--- config.mk ---
export PLATFORM = sky130hd
export DESIGN_NAME = freq_counter_gated
export DESIGN_NICKNAME = d
export VERILOG_FILES = /design/src/rtl/freq_counter_gated_pkg.sv /design/src/rtl/freq_counter_gated_bcd_digit.sv /design/src/rtl/seg7.sv /design/src/rtl/freq_counter_gated.sv
export SDC_FILE = /design/constraint.sdc
export NUM_CORES = 1
export LEC_CHECK = 0
export ABC_AREA = 1
export CAP_MARGIN = 40
export CORE_UTILIZATION = 58
export DETAILED_ROUTE_END_ITERATION = 8
export GPL_ROUTABILITY_DRIVEN = 0
export GPL_TIMING_DRIVEN = 0
export PLACE_DENSITY = 0.91
export SYNTH_ARGS = -nofsm -noshare
export SYNTH_HDL_FRONTEND = slang
export SYNTH_HIERARCHICAL = 1
export SYNTH_SLANG_ARGS = --single-unit
--- constraint.sdc ---
create_clock -name clk -period 3.3 [get_ports clk]
set_input_delay 0.66 -clock clk [delete_from_list [all_inputs] [get_ports clk]]
set_output_delay 0.66 -clock clk [all_outputs]
set_load 0.02 [all_outputs]
--- src/rtl/freq_counter_gated_pkg.sv ---
// Shared definitions for the gated frequency counter.
//   BCD_W     : width of one BCD digit
//   BCD_MAX   : largest legal BCD digit value
//   mode_e    : edge-selection encodings (rising only / both edges)
//   bcd_step  : next value of a BCD digit given an increment request
package freq_counter_gated_pkg;

    localparam int unsigned BCD_W = 4;
    localparam logic [BCD_W-1:0] BCD_MAX = 4'd9;

    typedef enum logic {
        MODE_RISE = 1'b0,
        MODE_BOTH = 1'b1
    } mode_e;

    function automatic logic [BCD_W-1:0] bcd_step(input logic [BCD_W-1:0] d, input logic inc);
        logic [BCD_W-1:0] r;
        r = d;
        if (inc) begin
            r = (d == BCD_MAX) ? '0 : d + 4'd1;
        end
        return r;
    endfunction

endpackage

--- src/rtl/freq_counter_gated_bcd_digit.sv ---
// One decade of the cascaded BCD accumulator.
//   clk, reset_n : clock, asynchronous active-low reset
//   inc_i        : add one to this digit
//   clr_i        : synchronous clear, wins over inc_i
//   digit_o      : current digit value
//   carry_o      : increment that rolls 9 -> 0, feeds the next decade
//   max_o        : digit currently holds 9
module freq_counter_gated_bcd_digit
    import freq_counter_gated_pkg::*;
(
    input  logic             clk,
    input  logic             reset_n,
    input  logic             inc_i,
    input  logic             clr_i,
    output logic [BCD_W-1:0] digit_o,
    output logic             carry_o,
    output logic             max_o
);

    logic [BCD_W-1:0] digit_q;

    always_ff @(posedge clk or negedge reset_n) begin
        if (!reset_n) begin
            digit_q <= '0;
        end else if (clr_i) begin
            digit_q <= '0;
        end else begin
            digit_q <= bcd_step(digit_q, inc_i);
        end
    end

    assign digit_o = digit_q;
    assign max_o   = (digit_q == BCD_MAX);
    assign carry_o = inc_i & max_o;

endmodule

--- src/rtl/seg7.sv ---
// BCD/hex to 7-segment decoder, active-high segments ordered {g,f,e,d,c,b,a}.
//   digit    : 4-bit value to display
//   segments : segment pattern
module seg7 (
    input  logic [3:0] digit,
    output logic [6:0] segments
);

    always_comb begin
        segments = 7'h00;
        case (digit)
            4'h0: segments = 7'h3F;
            4'h1: segments = 7'h06;
            4'h2: segments = 7'h5B;
            4'h3: segments = 7'h4F;
            4'h4: segments = 7'h66;
            4'h5: segments = 7'h6D;
            4'h6: segments = 7'h7D;
            4'h7: segments = 7'h07;
            4'h8: segments = 7'h7F;
            4'h9: segments = 7'h6F;
            4'hA: segments = 7'h77;
            4'hB: segments = 7'h7C;
            4'hC: segments = 7'h39;
            4'hD: segments = 7'h5E;
            4'hE: segments = 7'h79;
            4'hF: segments = 7'h71;
            default: segments = 7'h00;
        endcase
    end

endmodule

--- src/rtl/freq_counter_gated.sv ---
// Gated frequency counter: counts edges of an asynchronous input over a window of
// GATE_CYCLES clocks in saturating BCD, latches each window's result and scans it
// onto a multiplexed 7-segment display.
//   clk, reset_n : clock, asynchronous active-low reset
//   sig_i        : asynchronous signal under measurement
//   enable_i     : 1 runs gates; 0 holds gate/accumulator cleared, keeps result
//   mode_i       : 0 rising edges, 1 both edges; taken at gate start
//   bcd_o        : latched result, digit 0 in [3:0]
//   valid_o      : one-cycle pulse when bcd_o/overflow_o update
//   overflow_o   : last gate saturated
//   segments_o   : pattern of the selected digit
//   digit_sel_o  : one-hot digit enable, bit 0 = least significant
module freq_counter_gated
    import freq_counter_gated_pkg::*;
#(
    parameter int unsigned GATE_CYCLES = 1000,
    parameter int unsigned NUM_DIGITS  = 3,
    parameter int unsigned SCAN_CYCLES = 256,
    parameter int unsigned SYNC_STAGES = 2
) (
    input  logic                        clk,
    input  logic                        reset_n,
    input  logic                        sig_i,
    input  logic                        enable_i,
    input  logic                        mode_i,
    output logic [BCD_W*NUM_DIGITS-1:0] bcd_o,
    output logic                        valid_o,
    output logic                        overflow_o,
    output logic [6:0]                  segments_o,
    output logic [NUM_DIGITS-1:0]       digit_sel_o
);

    localparam int unsigned GW = $clog2(GATE_CYCLES);
    localparam int unsigned SW = (SCAN_CYCLES > 1) ? $clog2(SCAN_CYCLES) : 1;
    localparam logic [GW-1:0] GATE_LAST = GW'(GATE_CYCLES - 1);
    localparam logic [SW-1:0] SCAN_LAST = SW'(SCAN_CYCLES - 1);
    localparam int unsigned AW = BCD_W * NUM_DIGITS;

    logic [SYNC_STAGES-1:0] sync_q;
    logic                   sig_d_q;
    logic                   sig_s;
    logic                   cnt_edge;
    mode_e                  mode_q;
    logic [GW-1:0]          gcnt_q;
    logic                   gate_end;
    logic                   acc_clr;
    logic [AW-1:0]          acc;
    logic [AW-1:0]          acc_sum;
    logic [NUM_DIGITS-1:0]  dig_inc;
    logic [NUM_DIGITS-1:0]  dig_carry;
    logic [NUM_DIGITS-1:0]  dig_max;
    logic                   acc_full;
    logic                   sat_q;
    logic [AW-1:0]          bcd_q;
    logic                   valid_q;
    logic                   ovf_q;
    logic [SW-1:0]          scan_q;
    logic [NUM_DIGITS-1:0]  sel_q;
    logic [BCD_W-1:0]       sel_digit;
    logic                   unused_top_carry;

    // Input path: synchroniser chain plus one delay flop for edge detection.
    always_ff @(posedge clk or negedge reset_n) begin
        if (!reset_n) begin
            sync_q  <= '0;
            sig_d_q <= 1'b0;
        end else begin
            sync_q  <= {sync_q[SYNC_STAGES-2:0], sig_i};
            sig_d_q <= sig_s;
        end
    end

    assign sig_s    = sync_q[SYNC_STAGES-1];
    assign cnt_edge = (sig_s & ~sig_d_q) | ((mode_q == MODE_BOTH) & ~sig_s & sig_d_q);

    assign gate_end = enable_i & (gcnt_q == GATE_LAST);
    // Clearing on gate_end while the result takes acc+edge keeps every edge in exactly one gate.
    assign acc_clr  = ~enable_i | gate_end;
    assign acc_full = &dig_max;

    // Saturating cascade: the ones digit stops taking increments once all digits read 9.
    for (genvar k = 0; k < NUM_DIGITS; k++) begin : g_digit
        if (k == 0) begin : g_lsd
            assign dig_inc[k] = cnt_edge & ~acc_full;
        end else begin : g_upper
            assign dig_inc[k] = dig_carry[k-1];
        end

        freq_counter_gated_bcd_digit u_digit (
            .clk     (clk),
            .reset_n (reset_n),
            .inc_i   (dig_inc[k]),
            .clr_i   (acc_clr),
            .digit_o (acc[k*BCD_W +: BCD_W]),
            .carry_o (dig_carry[k]),
            .max_o   (dig_max[k])
        );
    end

    // The top carry can never fire because increments stop at all-9s.
    assign unused_top_carry = dig_carry[NUM_DIGITS-1];

    // acc plus the edge arriving in the final gate cycle, saturating.
    always_comb begin
        acc_sum = acc;
        for (int k = 0; k < NUM_DIGITS; k++) begin
            acc_sum[k*BCD_W +: BCD_W] = bcd_step(acc[k*BCD_W +: BCD_W], dig_inc[k]);
        end
    end

    always_ff @(posedge clk or negedge reset_n) begin
        if (!reset_n) begin
            gcnt_q  <= '0;
            mode_q  <= MODE_RISE;
            sat_q   <= 1'b0;
            bcd_q   <= '0;
            valid_q <= 1'b0;
            ovf_q   <= 1'b0;
        end else begin
            valid_q <= gate_end;
            if (!enable_i || gate_end) begin
                gcnt_q <= '0;
            end else begin
                gcnt_q <= gcnt_q + GW'(1);
            end
            if (enable_i && gcnt_q == '0) begin
                mode_q <= mode_e'(mode_i);
            end
            if (acc_clr) begin
                sat_q <= 1'b0;
            end else if (acc_full && cnt_edge) begin
                sat_q <= 1'b1;
            end
            if (gate_end) begin
                bcd_q <= acc_sum;
                ovf_q <= sat_q | (acc_full & cnt_edge);
            end
        end
    end

    // Display scan, free-running regardless of enable_i.
    always_ff @(posedge clk or negedge reset_n) begin
        if (!reset_n) begin
            scan_q <= '0;
            sel_q  <= NUM_DIGITS'(1);
        end else if (scan_q == SCAN_LAST) begin
            scan_q <= '0;
            sel_q  <= (sel_q << 1) | (sel_q >> (NUM_DIGITS - 1));
        end else begin
            scan_q <= scan_q + SW'(1);
        end
    end

    always_comb begin
        sel_digit = '0;
        for (int k = 0; k < NUM_DIGITS; k++) begin
            if (sel_q[k]) begin
                sel_digit = bcd_q[k*BCD_W +: BCD_W];
            end
        end
    end

    seg7 u_seg7 (
        .digit    (sel_digit),
        .segments (segments_o)
    );

    assign bcd_o       = bcd_q;
    assign valid_o     = valid_q;
    assign overflow_o  = ovf_q;
    assign digit_sel_o = sel_q;

endmodule

## Word level (Yosys, flattened, before mapping)

Memory sizes are Yosys's and may differ from the RTL's.
Index checks and enable logic that the tools add are counted.
W data, S select, Z words.

| storage, ports and cells | value |
|---|---|
| input port bits | 5 |
| register bits after elaboration | 52 |
| output and inout port bits | 24 |
| memories | 1 |
| bits in read-only memories | 112 |

| cells by class | value |
|---|---|
| add/subtract/negate cells | 5 |
| bitwise gates (word level) | 16 |
| equality and inequality tests | 5 |
| reductions and logical operators | 7 |
| multiplexer cells | 16 |

Memory list:

| name | words | bits a word | read ports | clocked after memory_dff | wr ports | RTL line | text |
|---|---|---|---|---|---|---|---|
| (no name shown) | 16 | 7 | 1 | 0 | 0 | seg7.sv:11 | `case (digit)` |

Operator list:

| operator | number |
|---|---|
| $mux W4 | 12 |
| $add A4 B1 Y4 const B | 3 |
| $eq A4 B4 Y1 const B | 3 |
| $add A10 B1 Y10 const B | 1 |
| $eq A10 B10 Y1 const B | 1 |
| $logic_not A10 Y1 | 1 |
| $mux W10 | 1 |
| $add A8 B1 Y8 const B | 1 |
| $and A1 B1 Y1 | 8 |
| $eq A8 B8 Y1 const B | 1 |
| $mux W8 | 1 |
| $not A1 Y1 | 4 |
| $or A1 B1 Y1 | 3 |
| $or A3 B1 Y3 | 1 |
| $reduce_and A3 Y1 | 1 |
| $logic_and A1 B1 Y1 | 2 |
| $mux W1 | 2 |
| $reduce_bool A2 Y1 | 1 |
| $logic_not A1 Y1 | 1 |
| $logic_or A1 B1 Y1 | 1 |

## Longest topological paths before layout

Gate-level depths: netlist of the first run.

| logic depth | value |
|---|---|
| word-level depth | 9 |
| gate-level depth with buffers | 18 |
| gate-level depth less buffers | 18 |

## Cells and area by module

Netlist of the first run, hierarchy kept.

By module, submodules not included:

| module | area an instance (µm²) | cells each | instances | seq. area each (µm²) |
|---|---|---|---|---|
| freq_counter_gated | 2026.9 | 254 | 1 | 1002.2 |
| freq_counter_gated_bcd_digit | 270.3 | 40 | 3 | 100.1 |
| seg7 | 270.3 | 52 | 1 | 0.0 |

## Worst setup path after synthesis of the first run

No wires, ideal clock.

| timing path | value |
|---|---|
| path kind | reg-to-reg |
| from | register g_digit[0].u_digit.digit_q[1] |
| to | register bcd_q[11], in the netlist bcd_o[11] |
| cell stages (with the launch flop) | 19 |
| clock period less this slack | 2.516 ns |
| data required time | 3.183 ns |
| path slack | 0.784 ns |
| arrival time | 2.398 ns |
| setup time | 0.117 ns |
| cells stage by stage | dfrtp_1 inv_1 ha_1 nand2_2 nor2_2 nand3_1 nand3_1 inv_1 inv_1 nor2_1 inv_1 nor2_1 nand2_1 nor2_1 nand2_1 nand2_1 nand2_1 nand3_1 nand2_1 |

| between the ends | value |
|---|---|
| cells in the longest elaborated chain, start to end | 7 |

Ends and longest elaborated chain:

| element | RTL line | text |
|---|---|---|
| from (decl) | freq_counter_gated_bcd_digit.sv:20 | `logic [BCD_W-1:0] digit_q;` |
| from (signal assigned) | freq_counter_gated_bcd_digit.sv:28 | `digit_q <= bcd_step(digit_q, inc_i);` |
| $eq A4 B4 Y1 | freq_counter_gated_bcd_digit.sv:33 | `assign max_o = (digit_q == BCD_MAX);` |
| named net dig_max[0] | freq_counter_gated.sv:51 | `logic [NUM_DIGITS-1:0] dig_max;` |
| $reduce_and A3 Y1 | freq_counter_gated.sv:79 | `assign acc_full = &dig_max;` |
| $not A1 Y1 | freq_counter_gated.sv:84 | `assign dig_inc[k] = cnt_edge & ~acc_full;` |
| $and A1 B1 Y1 | freq_counter_gated.sv:84 |  |
| named net dig_inc[0] | freq_counter_gated.sv:49 | `logic [NUM_DIGITS-1:0] dig_inc;` |
| $and A1 B1 Y1 | freq_counter_gated_bcd_digit.sv:34 | `assign carry_o = inc_i & max_o;` |
| named net dig_carry[0] | freq_counter_gated.sv:50 | `logic [NUM_DIGITS-1:0] dig_carry;` |
| $and A1 B1 Y1 | freq_counter_gated_bcd_digit.sv:34 |  |
| named net dig_carry[1] | freq_counter_gated.sv:50 |  |
| $mux W4 | freq_counter_gated_pkg.sv:19 | `if (inc) begin` |
| to (signal assigned) | freq_counter_gated.sv:135 | `bcd_q <= acc_sum;` |
| to (decl) | freq_counter_gated.sv:54 | `logic [AW-1:0] bcd_q;` |

The timed path passes the listed nets, and every way through them passes these cells.
A chain may end at the register's enable or synchronous reset.

## Worst setup path after layout of the first run

| timing path | value |
|---|---|
| from | register sel_q[1], in the netlist digit_sel_o[1] |
| to | output port segments_o[5] |

| between the ends | value |
|---|---|
| cells in the longest elaborated chain, start to end | 3 |

Ends and longest elaborated chain:

| element | RTL line | text |
|---|---|---|
| from (decl) | freq_counter_gated.sv:58 | `logic [NUM_DIGITS-1:0] sel_q;` |
| from (signal assigned) | freq_counter_gated.sv:148 | `sel_q <= (sel_q << 1) \| (sel_q >> (NUM_DIGITS - 1));` |
| $mux W4 (2 in a row) | freq_counter_gated.sv:157 | `if (sel_q[k]) begin` |
| named net sel_digit[1] | freq_counter_gated.sv:59 | `logic [BCD_W-1:0] sel_digit;` |
| $mem_v2 Z16 W7 | -- |  |
| to (decl) | freq_counter_gated.sv:29 | `output logic [6:0] segments_o,` |

The timed path passes the listed nets, and every way through them passes these cells.

==> out/qor.yml, run 1 <==
cts:
  cts_max_level: 2
  numCtsBuffers: 5
  clock_path_buffers: 2
  clk_latency_ns: 0.31
  cts.clk_slew.worst_paths_ns: 0.10
  cts_tree: "done"
  cts.sinks: 52
  cts-root-buf: "clkbuf_8"
power:
  p_total_uw: 1130
  p_sw_share_pct: 26.0
  internal_power_uw: 835
  p_per_area_nw_per_um2: 313
  max-vdd-ir-drop_mv: 0.247
  p_seq_share_pct: 59.4
  p_sw_uw: 294
  pwr-share-clk_pct: 32.5
  power_frac_comb_pct: 8.1
  cellLeakagePower_uw: 0.00175
sta:
  drv_slew: 0
  layout_min_cycle_time_ns: 3.21
  hold_viol_final: 0
  worstMarginPinSlew_ns: 0.709
  setup_tns_ns: 0
  max_freq_mhz: 312
  finalSetupViolCount: 0
  min_period_over_period_pct: 97.2
  maxSlewHeadroom_pct: 52.7
  worst_clock_skew_ns: 0.00465
global_route:
  grt_remaining_overflow: 0
  grt_pass1_vias: 2555
  antenna_found_initial: 0
  track_usage_pct: 24.4
  grt_pass1_wl_um: 10400
  grt_max_degree: 31
detailed_routing:
  totalWireLength_um: 6480
  route.detailed.wl_per_inst_um: 12.2
  vias: 2755
  via_per_inst: 5.18
  drc: 0
  drtPass1Iterations: 4
  postRouteAntennaNets: 0
  drtIter0Drc: 210
cells_and_area:
  final_util_pct: 70.2
  stdcell_area_um2: 3610
  fin_cells: 532
  multiInputGateArea_um2: 1570
  layout.nets: 482
  antenna_cells: 0
  layout-drive-gt1-share_pct: 9.31
  regArea_um2: 1300
  area_growth_pct: 16.2
  fillCellCount: 413
placement:
  portBuffers: 28
  hpwl_um: 4840
  dp_cells: 524
  place_area_um2: 3490
die:
  initial_core_util_pct: 60.4
  fp-row-count: 26
  io_pins: 29
  coreArea_um2: 5140
  fp.dieH_um: 75.2
  die_area_um2: 5650
  dieWidth_um: 75.2
worst_setup_path:
  start_kind: "flip-flop"
  worstPathArrival_ns: 2.55
  crit_required_ns: 2.64
  crit_fanout: 7
  endpoint_kind: "primary output"
  critPathKind: "flip-flop to primary output"
synth:
  yosys_warnings: 6
  postSynthCellCount: 425
  syn_area_per_cell_um2: 7.30
  synth_fp_nets: 446
  synth_area_um2: 3100
min_path:
  worstHoldPathType: "flip-flop to flip-flop"
job:
  maxCapViolCount: 0
run_status:
  outcome: "completed"
[what timing repair did]
action,CTS,global route
hold buffers,0,0
hold endpoints to repair,0,0
setup buffers,0,0
setup endpoints to repair,3,7
resized for setup,3,6
[through the flow]
stage / worst slack, ns / hold WS (ns)
after floorplan: 0.784 / 0.331
after global placement: 0.0837 / 0.342
after detailed placement: 0.198 / 0.344
after CTS: 0.0612 / 0.367
after global routing: -0.0178 / 0.378
final: 0.0931 / 0.371
[layout make-up]
class | instances | area share [%]
Clock inverter | 3 | 0.520
Clock buffer | 5 | 1.91
Sequential cell | 52 | 36.1
Buffer | 3 | 0.832
Inverter | 60 | 6.24
Tap cell | 70 | 2.43
Multi-Input combinational cell | 310 | 43.4
Timing Repair Buffer | 29 | 8.50
[routing by layer]
layer	global-route usage (%)	share of wire (%)	vias to the layer above
li1	-	-	1386
met1	25.1	41	1281
met2	47.7	53	71
met3	3.61	3.2	17
met4	11.9	2.5	0
met5	0	0	-
[worst paths after layout]
| check | startpoint | cells past startpoint | to | slack, ns |
|---|---|---|---|---|
| worst min register to register | sync_q[0]$_DFF_PN0_ | 0 | sync_q[1]$_DFF_PN0_ | 0.37 |
| worst min-delay path | sync_q[0]$_DFF_PN0_ | 0 | sync_q[1]$_DFF_PN0_ | 0.37 |
| min in group asynchronous | reset_n | 1 | gcnt_q[7]$_DFF_PN0_ | 0.39 |
| worst max register to register | g_digit[0].u_digit/digit_o[0]$_DFFE_PN0P_ | 17 | bcd_o[11]$_DFFE_PN0P_ | 0.43 |
| worst max-delay path | digit_sel_o[1]$_DFFE_PN0N_ | 9 | segments_o[5] | 0.09 |
| max in group asynchronous | reset_n | 2 | digit_sel_o[0]$_DFFE_PN1N_ | 2.28 |
[worst max-delay path: stages, from the launching register on]
cell and delay [ns]:
dfrtp_1 0.48, inv_1 0.18, nand3_1 0.11, a21oi_2 0.27
inv_1 0.15, ha_1 0.24, nand2_1 0.11, nand2_1 0.05
nand2_1 0.06, clkdlybuf4s50_1 0.59
[power groups by stage]
stage                     clock (µW)  sequential, µW  combinational (µW)
after floorplan                    0             682                49.4
after global placement             0             681                86.1
after detailed placement           0             682                93.0
after CTS                        370             670                93.5
after global routing             394             673                 106
final                            367             670                91.7
[cells in the final DEF (no fill, tap or decap), types with 8 or more instances in the layout]
cell / instances
a21oi_1: 8
clkdlybuf4s50_1: 24
dfrtp_1: 50
ha_1: 16
inv_1: 58
nand2_1: 146
nand3_1: 28
nor2_1: 48
nor2_2: 9
o21ai_0: 10
[flip-flops by register name, summed over array words and instances (netlist names)]
name,cells
overflow_o,1
scan_q,8
mode_q,1
sig_d_q,1
digit_sel_o,3
valid_o,1
sat_q,1
sync_q,2
g_digit.u_digit/digit_o,12
bcd_o,12
gcnt_q,10
Note: power is estimated with default switching activity, not from simulation.
==> run 2: changes to the inputs <==
--- a/config.mk
+++ b/config.mk
@@ -8,6 +8,7 @@
 export ABC_AREA = 1
 export CAP_MARGIN = 40
 export CORE_UTILIZATION = 58
+export CTS_CLUSTER_DIAMETER = 80
 export DETAILED_ROUTE_END_ITERATION = 8
 export GPL_ROUTABILITY_DRIVEN = 0
 export GPL_TIMING_DRIVEN = 0
==> results of run 2 <==
No change in the layout: final DEF, timing and power equal those of run 1.
==> run 3: changes to the inputs <==
--- a/config.mk
+++ b/config.mk
@@ -7,12 +7,12 @@
 export LEC_CHECK = 0
 export ABC_AREA = 1
 export CAP_MARGIN = 40
-export CORE_UTILIZATION = 58
+export CORE_UTILIZATION = 35
 export CTS_CLUSTER_DIAMETER = 80
 export DETAILED_ROUTE_END_ITERATION = 8
 export GPL_ROUTABILITY_DRIVEN = 0
 export GPL_TIMING_DRIVEN = 0
-export PLACE_DENSITY = 0.91
+export PLACE_DENSITY = 0.63
 export SYNTH_ARGS = -nofsm -noshare
 export SYNTH_HDL_FRONTEND = slang
 export SYNTH_HIERARCHICAL = 1
==> run 3 against run 2 <==
  * Non-clock buffer count unchanged
  * Maximum frequency up 2.5%
  * Utilization fell by 26 points
  * Register-to-register slack got worse by 0.04 ns
  * Sequential share of layout area fell by 0.72 points
  * Combinational power decreased by 0.9%
  * Count of clock-buffer cells in the layout is 1 higher
  * Global-route usage decreased by 9.6 points
  * Setup slack improved by 0.078 ns
  * Clock skew grew 0.0040 ns
  * First-iteration DRC count down 65%
==> out/qor.yml, run 3 (synthesis results as in run 1) <==
run_status:
  outcome: "completed"
min_path:
  worstHoldPathType: "primary input to asynchronous set/reset pin"
global_route:
  antenna_found_initial: 0
  grt_max_degree: 30
  track_usage_pct: 14.8
  grt_pass1_wl_um: 10700
  grt_pass1_vias: 2485
  grt_remaining_overflow: 0
die:
  fp-row-count: 33
  initial_core_util_pct: 37.0
  io_pins: 29
  die_area_um2: 9250
  fp.dieH_um: 96.2
  coreArea_um2: 8380
  dieWidth_um: 96.2
cells_and_area:
  layout.nets: 482
  layout_commonest_cell: "nand2_1"
  multiInputGateArea_um2: 1580
  final_util_pct: 43.9
  regArea_um2: 1300
  layout-drive-gt1-share_pct: 9.09
  layout_common_cells: "146 x nand2_1, 58 x inv_1, 50 x dfrtp_1"
  area_growth_pct: 18.6
  stdcell_area_um2: 3680
  fillCellCount: 855
  antenna_cells: 0
detailed_routing:
  drc: 0
  postRouteAntennaNets: 0
  drtIter0Drc: 74
  totalWireLength_um: 6040
  route.detailed.wl_per_inst_um: 10.7
  vias: 2612
  drtPass1Iterations: 4
  via_per_inst: 4.61
power:
  cellLeakagePower_uw: 0.00175
  max-vdd-ir-drop_mv: 0.183
  p_per_area_nw_per_um2: 326
  p_total_uw: 1200
worst_setup_path:
  worst-r2r-setup-slack_ns: 0.39
  reg2reg_depth: 17
  crit_required_ns: 2.64
  regToRegEndpoint: "bcd_o[11]$_DFFE_PN0P_"
  endpoint_kind: "primary output"
  r2r-start: "g_digit[0].u_digit/digit_o[0]$_DFFE_PN0P_"
  crit_fanout: 7
  start_kind: "flip-flop"
  critPathKind: "flip-flop to primary output"
  worstPathArrival_ns: 2.47
cts:
  cts_tree: "done"
  cts_max_level: 2
  post_cts_buffers: 0
  cts.clk_slew.worst_paths_ns: 0.10
  cts.sinks: 52
  cts-root-buf: "clkbuf_8"
  ctsHoldBuffers: 0
  clk_latency_ns: 0.30
  numCtsBuffers: 5
  clock_path_buffers: 2
sta:
  worst_clock_skew_ns: 0.00866
  max_freq_mhz: 320
  finalSetupViolCount: 0
  hold_viol_final: 0
  drv_slew: 0
  rsz0062_at_grt: "no"
  worstMarginPinSlew_ns: 0.550
  min_period_over_period_pct: 94.8
  maxSlewHeadroom_pct: 63.4
  layout_min_cycle_time_ns: 3.13
placement:
  portBuffers: 28
  place_area_um2: 3530
  hpwl_um: 4520
job:
  maxCapViolCount: 0
[run 3: changes by cell type in the layout (fill, tap and decap cells not counted)]
cell	change
clkinv_2	-2
dlymetal6s2s_1	+2
a21oi_2	-1
a21oi_4	+1
buf_12	+1
buf_16	-1
bufinv_16	+1
clkbuf_1	+1
clkdlybuf4s50_1	-1
clkinv_4	-1
dlygate4sd2_1	-1
inv_6	+1
[run 3: worst max-delay path by stage]
stage | from | to | slack [ns] | cells past startpoint
2_1_floorplan | g_digit[0].u_digit/digit_o[1]$_DFFE_PN0P_ | bcd_o[11]$_DFFE_PN0P_ | 0.78 | 18
3_3_place_gp | reset_n | bcd_o[11]$_DFFE_PN0P_ | -0.05 | 1
3_5_place_dp | digit_sel_o[1]$_DFFE_PN0N_ | segments_o[3] | 0.22 | 10
4_1_cts | digit_sel_o[0]$_DFFE_PN1N_ | segments_o[3] | 0.02 | 9
5_1_grt | digit_sel_o[1]$_DFFE_PN0N_ | segments_o[4] | 0.01 | 9
6_report | digit_sel_o[1]$_DFFE_PN0N_ | segments_o[4] | 0.17 | 9
[run 3: area by class of cell]
class	instances	share of cell area (%)
Buffer	3	0.815
Clock buffer	6	1.97
Clock inverter	2	1.05
Inverter	60	6.12
Multi-Input combinational cell	310	42.8
Sequential cell	52	35.4
Tap cell	105	3.57
Timing Repair Buffer	29	8.29
[run 3: timing repair]
action,in CTS,in global routing
setup endpoints to repair,3,7
gates resized for setup,2,9
pin swaps,0,1
[run 3: where the power goes]
group	total [µW]	internal (µW)	leakage (µW)	switching (µW)
logic	90.9	34.2	0.00102	56.7
registers	670	651	0.000679	18.8
clock network	441	229	0.0000558	211
[run 3: worst max-delay path, stage by stage, from the launching register on]
cell             delay, ns
dfrtp_1               0.46
inv_1                 0.15
nand3_1               0.17
a21oi_4               0.25
inv_1                 0.12
ha_1                  0.24
nand3_1               0.09
nand2_1               0.06
inv_1                 0.05
clkdlybuf4s50_1       0.59
[run 3: routing by layer]
layer  vias to the layer above  wire, µm  global-route usage (%)
li1                       1384         -                       -
met2                        39      2960                    26.5
met4                         0        79                    4.98
met3                         6       203                    2.84
met1                      1183      2800                    17.5
met5                         -         0                       0
[run 3: stage by stage]
stage / TNS, ns / setup WS [ns] / cells / hold WS [ns]
after detailed placement: 0 / 0.222 / 559 / 0.335
final: 0 / 0.171 / 567 / 0.330
after global placement: -2.29 / -0.0481 / 558 / 0.334
after global routing: 0 / 0.00952 / 567 / 0.353
after CTS: 0 / 0.0176 / 567 / 0.332
after floorplan: 0 / 0.784 / 425 / 0.331
==> RTL change, RTL diff (settings of run 1) <==
Register the inputs `sig_i`, `enable_i` and `mode_i` before use, without a reset. The logic sees them one clock later.
--- a/src/rtl/freq_counter_gated.sv
+++ b/src/rtl/freq_counter_gated.sv
@@ -38,2 +38,12 @@
 
+    logic sig_q;
+    logic enable_q;
+    logic mode_r;
+
+    always_ff @(posedge clk) begin
+        sig_q    <= sig_i;
+        enable_q <= enable_i;
+        mode_r   <= mode_i;
+    end
+
     logic [SYNC_STAGES-1:0] sync_q;
@@ -67,3 +77,3 @@
         end else begin
-            sync_q  <= {sync_q[SYNC_STAGES-2:0], sig_i};
+            sync_q  <= {sync_q[SYNC_STAGES-2:0], sig_q};
             sig_d_q <= sig_s;
@@ -75,5 +85,5 @@
 
-    assign gate_end = enable_i & (gcnt_q == GATE_LAST);
+    assign gate_end = enable_q & (gcnt_q == GATE_LAST);
     // Clearing on gate_end while the result takes acc+edge keeps every edge in exactly one gate.
-    assign acc_clr  = ~enable_i | gate_end;
+    assign acc_clr  = ~enable_q | gate_end;
     assign acc_full = &dig_max;
@@ -120,3 +130,3 @@
             valid_q <= gate_end;
-            if (!enable_i || gate_end) begin
+            if (!enable_q || gate_end) begin
                 gcnt_q <= '0;
@@ -125,4 +135,4 @@
             end
-            if (enable_i && gcnt_q == '0) begin
-                mode_q <= mode_e'(mode_i);
+            if (enable_q && gcnt_q == '0) begin
+                mode_q <= mode_e'(mode_r);
             end
Check against the original RTL: same outputs for any inputs over 10 cycles, from zero or initial values and one cycle with reset_n low; that may be too few to reach the edited logic, so the function may still have changed.
==> RTL change against run 1 <==
- via count is 3.8% higher
- setup slack better by 0.10 ns
- power increased by 8.6%
- combinational power fell by 13%
- critical path depth shrank 1
- die area up 2.0%
- sequential cell count rose by 3
- cell area rose by 2.4%
- final cell count rose by 0.19%
- wire length up 2.0%
- fmax up 3.4%
- synthesized cell count is 0.24% higher
- synthesized area rose by 2.1%
- worst hold slack got worse by 0.11 ns
- critical endpoint is now segments_o[6]
==> RTL change: results (changes against run 1) <==
metric,value,unit,change
grt_use_total,0.261,,+0.0171
hp-class,in -> async,,
clock_path_buffers,2,,unchanged
grt_pass1_wl,12200,microns,+17%
power_frac_clock,0.362,,+0.037
layout-drive-gt1-share,0.0864,,-0.00668
antenna_found_initial,0,,unchanged
n_antenna_cell,0,,unchanged
reg2regPathDepth,16,,-1
path_clk_slew,0.10,ns,about the same
cp.arrival,2.44,ns,-0.11 ns
first_pass_iters,5,,+1
wl_per_cell,12.4,microns,+1.8%
max_stage_delay,0.60,ns,
cts_buffers,5,,unchanged
finalNonFillerCells,533,,+0.19%
final_hold_viol_count,0,,unchanged
nNetsFinal,483,,+0.21%
slew-limit-headroom,0.709,,+0.182
skew,0.0123,ns,+0.00764 ns
slowest_stage,dfstp_2,,
peakVddDrop,193,uV,-22%
cts_setup_buffers,0,,unchanged
grt_max_degree,35,,+13%
clk_latency,0.32,ns,
drtIter0Drc,203,,-3.3%
synth_fp_nets,447,,+0.22%
vias_per_cell,5.36,,+3.6%
power.static_leakage,1.76,nW,+0.62%
io_buffers,28,,unchanged
yosys_warnings,6,,unchanged
cts_root_buf,clkbuf_8,,
dp_hpwl,4820,microns,-0.39%
crit_fanout,7,,unchanged
h-tree-depth,2,,unchanged
seq_power_share,0.572,,-0.022
grt_pass1_vias,2841,,+11%
internal_power,0.939,mW,+12%
nFillCells,358,,-13%
outcome,"finished, final reports clean",,
syn_inst,426,,+0.24%
==> RTL change: final timing paths <==
kind,startpoint,end,slack [ns]
min reg2reg,sig_q,sync_q[0],0.34
min,reset_n,scan_q[6],0.27
max in group asynchronous,reset_n,digit_sel_o[0],2.45
min in group clk,sig_q,sync_q[0],0.34
max,digit_sel_o[0],segments_o[6],0.20
max reg2reg,g_digit[0].u_digit/digit_o[1],bcd_o[11],0.29
==> RTL change: final cells by class <==
cell class	instances	share of cell area
sequential	55	0.369
buffer	4	0.00779
clock inverter	2	0.0102
clock buffer	6	0.0196
inverter	60	0.0610
timing repair buffer	29	0.0833
tap	70	0.0237
multi-input combinational	307	0.426
==> RTL change: worst max-delay path: cells and delay by family (launching register included) <==
kind,cells,cell delay [ns]
fa+ha+maj,1,0.20
simple gates,4,0.36
buf+inv,2,0.72
flops,1,0.60
compound gates,1,0.23
==> RTL change: through the flow <==
stage | hold slack (ns) | area, sq um | setup WS (ns) | utilization | total power [mW]
2_1_floorplan | 0.316 | 3170 | 0.851 | - | 0.759
3_3_place_gp | 0.318 | 3540 | 0.0810 | 0.684 | 0.786
3_5_place_dp | 0.324 | 3550 | 0.245 | 0.687 | 0.792
4_1_cts | 0.281 | 3680 | 0.0298 | 0.711 | 1.23
5_1_grt | 0.286 | 3690 | 0.0197 | 0.714 | 1.29
6_report | 0.266 | 3690 | 0.197 | 0.714 | 1.22
==> RTL change: layer usage <==
| layer | global-route usage | wire length [microns] |
|---|---|---|
| met5 | 0 | 0 |
| met4 | 0.140 | 206 |
| met3 | 0.0518 | 264 |
| met2 | 0.446 | 3270 |
| met1 | 0.309 | 2870 |
==> RTL change: timing repair <==
action,4_1_cts,5_1_grt
cloned,0,0
gates resized for setup,3,7
pin swaps,1,1
hold buffers,0,0
setup endpoints to repair,5,13
